### config.mk
export PLATFORM = sky130hd
export DESIGN_NAME = mem_port_arbiter
export DESIGN_NICKNAME = d
export VERILOG_FILES = /design/src/rtl/mem_port_arbiter.sv
export SDC_FILE = /design/constraint.sdc
export NUM_CORES = 1
export LEC_CHECK = 0
export ABC_AREA = 0
export BUFFER_PORTS_ARGS = -buffer_cell sky130_fd_sc_hd__buf_4
export CORE_UTILIZATION = 43
export DETAILED_ROUTE_END_ITERATION = 10
export PLACE_DENSITY = 0.86
export SYNTH_ARGS = -nofsm -noshare
export SYNTH_HDL_FRONTEND = slang
export SYNTH_SLANG_ARGS = --single-unit
### constraint.sdc
create_clock -name clk -period 2.4 [get_ports clk]
set_input_delay 0.24 -clock clk [delete_from_list [all_inputs] [get_ports clk]]
set_output_delay 0.24 -clock clk [all_outputs]
set_load 0.05 [all_outputs]
### src/rtl/mem_port_arbiter.sv
// Shares one single-ported SRAM between instruction fetch (IF) and load/store (DM).
// Grants are issued in the request cycle; read data returns one cycle later to its owner.
module mem_port_arbiter #(
   parameter int unsigned ADDR_W     = 16,
   parameter int unsigned DATA_W     = 32,
   parameter int unsigned STARVE_MAX = 4
) (
   input  logic              clk,
   input  logic              rst,
   input  logic              if_req,
   input  logic [ADDR_W-1:0] if_addr,
   output logic              if_gnt,
   output logic              if_rvalid,
   output logic [DATA_W-1:0] if_rdata,
   input  logic              dm_req,
   input  logic [ADDR_W-1:0] dm_addr,
   input  logic [3:0]        dm_w_en,
   input  logic [DATA_W-1:0] dm_wdata,
   output logic              dm_gnt,
   output logic              dm_rvalid,
   output logic [DATA_W-1:0] dm_rdata,
   output logic [ADDR_W-1:0] mem_address,
   output logic [3:0]        mem_w_en,
   output logic [DATA_W-1:0] mem_wdata,
   input  logic [DATA_W-1:0] mem_rdata,
   output logic [15:0]       conflict_cnt
);

   localparam int unsigned SW = 4;
   localparam int unsigned CW = 16;

   typedef enum logic {
      OWN_IF = 1'b0,
      OWN_DM = 1'b1
   } owner_e;

   logic [SW-1:0]     starve_q, starve_d;
   logic              rd_pend_q, rd_pend_d;
   owner_e            rd_owner_q, rd_owner_d;
   logic [CW-1:0]     conflict_q, conflict_d;
   logic [DATA_W-1:0] if_rdata_q, if_rdata_d;
   logic [DATA_W-1:0] dm_rdata_q, dm_rdata_d;
   logic              conflict;

   // Arbitration and SRAM drive; nothing is granted while reset is asserted.
   always_comb begin
      if_gnt      = 1'b0;
      dm_gnt      = 1'b0;
      mem_address = '0;
      mem_w_en    = 4'b0000;
      mem_wdata   = '0;
      conflict    = if_req & dm_req;
      if (rst) begin
         if (conflict) begin
            if (starve_q == SW'(STARVE_MAX)) if_gnt = 1'b1;
            else                             dm_gnt = 1'b1;
         end else if (if_req) begin
            if_gnt = 1'b1;
         end else if (dm_req) begin
            dm_gnt = 1'b1;
         end
      end
      if (if_gnt) begin
         mem_address = if_addr;
      end else if (dm_gnt) begin
         mem_address = dm_addr;
         mem_w_en    = dm_w_en;
         mem_wdata   = dm_wdata;
      end
   end

   // Next-state for starvation, read tracking, conflict counter and read-data holding.
   always_comb begin
      starve_d   = starve_q;
      rd_pend_d  = if_gnt | (dm_gnt & (dm_w_en == 4'b0000));
      rd_owner_d = rd_owner_q;
      conflict_d = conflict_q;
      if_rdata_d = if_rdata_q;
      dm_rdata_d = dm_rdata_q;

      if (if_gnt)                  starve_d = '0;
      else if (conflict && dm_gnt) starve_d = starve_q + SW'(1);

      if (dm_gnt)      rd_owner_d = OWN_DM;
      else if (if_gnt) rd_owner_d = OWN_IF;

      if (conflict && (conflict_q != {CW{1'b1}})) conflict_d = conflict_q + CW'(1);

      if (if_rvalid) if_rdata_d = mem_rdata;
      if (dm_rvalid) dm_rdata_d = mem_rdata;
   end

   always_ff @(posedge clk or negedge rst) begin
      if (!rst) begin
         starve_q   <= '0;
         rd_pend_q  <= 1'b0;
         rd_owner_q <= OWN_IF;
         conflict_q <= '0;
         if_rdata_q <= '0;
         dm_rdata_q <= '0;
      end else begin
         starve_q   <= starve_d;
         rd_pend_q  <= rd_pend_d;
         rd_owner_q <= rd_owner_d;
         conflict_q <= conflict_d;
         if_rdata_q <= if_rdata_d;
         dm_rdata_q <= dm_rdata_d;
      end
   end

   // SRAM data arrives in the return cycle, so the owner sees it directly.
   assign if_rvalid    = rd_pend_q & (rd_owner_q == OWN_IF);
   assign dm_rvalid    = rd_pend_q & (rd_owner_q == OWN_DM);
   assign if_rdata     = if_rdata_d;
   assign dm_rdata     = dm_rdata_d;
   assign conflict_cnt = conflict_q;

endmodule

Word-level counts from Yosys, hierarchy flattened
Cells that the tools add are included.

Register bits: 86. Latch bits: 0. Bits in writable memories: 0. Memory bits (read-only): 0. Input bits: 104. Word-level logic and storage cells: 42. Memories: 0.

Add/sub/neg operators: 2. $mul: 0. Div/mod/pow operators: 0. $lt $le $gt $ge: 0. Equal/unequal tests: 2. Shift-type cells: 0. Mux-type cells: 21. Bitwise logic cells: 6. Reduce and logical (&&, ||, !) cells: 5.

Operators by type and width (count): $mux 32 (4); $mux 16 (2); $add 16x1->16 const B (1); $mux 4 (4); $ne 16x16->1 const B (1); $mux 1 (11); $add 4x1->4 const B (1); $and 1x1->1 (4); $eq 4x3->1 const B (1); $logic_not 4->1 (1); $reduce_bool 2->1 (2); $logic_and 1x1->1 (2); $not 1->1 (1); $or 1x1->1 (1).

Longest topological paths before layout
Depth after elaboration: 7. Depth in mapped cells: 7. Mapped depth without buffers: 5.

Least setup slack after synthesis
No wires, ideal clock.

Path kind: reg-to-output. From: register starve_q[0]. To: output port mem_w_en[0]. Data arrival time: 2.260 ns. Slack: -0.100 ns. Stages on the path, launching flop included: 8. Cell sequence: dfrtp_1 -> inv_1 -> ha_1 -> nand3b_1 -> o211a_1 -> clkbuf_1 -> clkbuf_1 -> and2_1.

Word-level cells in the longest chain between the ends: 6.

Ends and longest elaborated chain: start: declaration (line 37) `logic [SW-1:0] starve_q, starve_d;`; start signal: assignment (line 102) `starve_q <= starve_d;`; $eq 4x3->1 (line 55) `if (starve_q == SW'(STARVE_MAX)) if_gnt = 1'b1;`; $mux 1 (line 55); $mux 1 (line 54) `if (conflict) begin`; $mux 1 (line 53) `if (rst) begin`; named net dm_gnt (line 19) `output logic dm_gnt,`; $mux 4 (line 65) `end else if (dm_gnt) begin`; $mux 4 (line 63) `if (if_gnt) begin`; end: declaration (line 23) `output logic [3:0] mem_w_en,`.

The timed path passes the listed nets, and every way through them passes these cells.

Worst setup path in the final report
From: input port rst. To: output port mem_address[15].

Word-level cells in the longest chain between the ends: 3.

Ends and longest elaborated chain: start: declaration (line 9) `input logic rst,`; $mux 1 (line 53); $mux 16 (line 65); $mux 16 (*) (line 63); end: declaration (line 22) `output logic [ADDR_W-1:0] mem_address,`.

Mark *: on every way between the ends. The rest lies on a longest branch, timed or not.

==> results.cfg <==
[outcome]
outcome = complete, no violations

[setup_path]
crit_path_start = rst
worstSetupStartpointType = primary input
crit_buf_inv = 4
worstPathCellList = dlygate4sd3_1, buf_6, nand2_1, a21oi_2, buf_4, a22o_1, buf_4
r2r_start = conflict_cnt[3]
worst-path-stages = 7
rr_worst_depth = 4
worstSetupEndpoint = mem_address[15]
end_kind = output port
crit_required_ps = 2160
r2r-end = conflict_cnt[14]
crit_type = in2out
crit_path_top_delay_cell = dlygate4sd3_1
crit_arrival_ps = 2070
critPathMostFrequentCell = buf_4
cp_top_family = buffers and inverters
cpPeakStageDelay_ps = 560
critPathMaxFanout = 19
r2r_setup_slack_ps = 590

[place]
hpwl_um = 8540
port_buffers = 239
dp_cells = 638
gp_congestion = 0.907

[logic_synthesis]
ys_warn_count = 0
synth_xor_area_share_pct = 3.17
netlist_top_cells_area = dfrtp_1, mux2_2, and2_1
synth-compound-area-share_pct = 5.15
ys.flop_type = dfrtp_1
synth_top_area_share_pct = 55.7
synth_top_family_by_area = multiplexers
yosysTopAreaCell = dfrtp_1
synth_fp_nets = 407
synth_area_mm2 = 0.00387
synth-async-reset-ratio_pct = 100
synth_fa_ha_area_share_pct = 0.971
synth.area.mux_share_pct = 19.5
synth-simple-area-share_pct = 13.5
syn_avg_cell_area_um2 = 12.9
synth_edf_count = 0
yosysUniqueCellTypes = 36
synth.most_common_cell = dfrtp_1
synthCells = 300
synth_seq_cells = 86
synth_common_cells = dfrtp_1, mux2_2, and2_1
seq_area_frac_synth_pct = 55.7

[timing]
hold_viol = 0
post-route-min-period_ps = 2310
tns_ps = 0
slew_viol_final = 0
fin_skew_ps = 12.7
worstMarginPinSlew_ps = 896
post-route-period-util_pct = 96.1
rsz0062_at_grt = false
max-slew-margin-rel_pct = 40.2
setup-violations-final = 0
hold_ws_ps = 149
max_freq_mhz = 434

[route]
finalWirelength_um = 10900
viasPerCell = 5.06
drt_iter0_markers = 51
drt_first_pass_iters = 6
vias = 3317
ant_nets = 0
wire_per_inst_um = 16.7
drc = 0

[clocking]
clk_pin_slew_worst_paths_ps = 100
htreeDepth = 3
cts.sinks = 86
cts_made_buffers = 9
cts_tree = done
clock-root-buffer = clkbuf_8
clk_path_buf_depth = 2
clk_latency_ps = 340

[finish]
area_growth_pct = 56.0
fin_cells = 655
fillers = 628
layout.nets = 649
final_core_util_pct = 69.1
insertedDiodeCount = 0
layout-drive-gt1-share_pct = 61.1

[global_route]
track_usage_pct = 22.9
overflow = 0
grt_max_degree = 73
grt_pass1_vias = 3393
grt_pass1_wl_um = 16800
antenna_found_initial = 0

[die]
pin_count = 240
initial_utilization_pct = 44.3
core_region_area_mm2 = 0.00872
die_area_mm2 = 0.00937
die_w_um = 96.8
rows = 34
die_h_um = 96.8

[power_and_ir_drop]
p_per_area_mw_per_mm2 = 1020
ir_worst_vdd_v = 0.000414
p_leak_nw = 3.07

[run]
cap_violations = 0

[hold_path]
hold_path.class = in2reg
holdPathStages = 2
[layout by cell type, fill, tap and decap left out, drive strengths merged, types with 2 or more instances in the layout]
master,instances
bufinv,2
mux2,67
or2,2
clkinv,2
a21oi,2
a22o,17
dfrtp,86
or3,3
nand4,3
nor3b,2
nand3,7
nor2,5
nand2,9
and2,37
inv,9
nor4b,2
xor2,13
clkbuf,9
ha,3
buf,245
nor4,5
nor3,6
[cell families after synthesis]
| group | after synthesis |
|---|---|
| flip-flops | 86 |
| AND/OR/NAND/NOR | 85 |
| multiplexers | 67 |
| AO/OA/AOI/OAI | 24 |
| buffers and inverters | 21 |
| XOR/XNOR | 14 |
| adder cells (fa/ha/maj) | 3 |
[sequential cells by signal, indices dropped and copies added, names as in the netlist]
signal and count:
rd_pend_q 1, dm_rdata_q 32, starve_q 4, if_rdata_q 32, conflict_cnt 16, rd_owner_q 1
[worst min-delay path by stage]
stage	endpoint	slack, ps	startpoint
after floorplan	conflict_cnt[0]	-60	rst
after global placement	if_rdata_q[12]	110	rst
after detailed placement	if_rdata_q[12]	120	rst
after CTS	dm_rdata_q[7]	130	mem_rdata[7]
after global routing	dm_rdata_q[11]	130	mem_rdata[11]
final	dm_rdata_q[26]	150	mem_rdata[26]
[through the flow]
| step | power, mW | instance area, um^2 | setup WS [ps] |
|---|---|---|---|
| 2_1_floorplan | 4.08 | 3870 | 62.2 |
| 3_3_place_gp | 4.98 | 5790 | 596 |
| 3_5_place_dp | 5.07 | 5790 | 510 |
| 4_1_cts | 6.22 | 6030 | 33.8 |
| 5_1_grt | 6.39 | 6030 | 13.8 |
| 6_report | 6.16 | 6030 | 93.5 |
[cell type report]
| class | count | area (um^2) | share of cell area [%] |
|---|---|---|---|
| Clock inverter | 7 | 103 | 1.70 |
| Sequential cell | 86 | 2150 | 35.7 |
| Timing Repair Buffer | 246 | 1850 | 30.7 |
| Inverter | 6 | 22.5 | 0.374 |
| Clock buffer | 9 | 124 | 2.05 |
| Tap cell | 108 | 135 | 2.24 |
| Multi-Input combinational cell | 193 | 1640 | 27.2 |
[routing by layer]
| metal | GRT usage [%] | vias to the layer above | wire length [um] |
|---|---|---|---|
| met1 | 23.5 | 1594 | 3820 |
| li1 | - | 1530 | - |
| met4 | 12.3 | 0 | 367 |
| met5 | 0 | - | 0 |
| met2 | 42.1 | 164 | 5980 |
| met3 | 6.36 | 29 | 776 |
[power breakdown]
group          total (mW)  switching (mW)  internal (mW)
logic                3.04            2.06          0.980
clock network        1.14           0.538          0.601
registers            1.98           0.161           1.82
[what timing repair did]
| action | 4_1_cts | 5_1_grt |
|---|---|---|
| hold buffers | 1 | 0 |
| gates resized for setup | 0 | 1 |
| hold endpoints to repair | 14 | 0 |
| setup buffers | 0 | 0 |
| setup endpoints to repair | 0 | 14 |
Note: power is estimated with default switching activity, not from simulation.
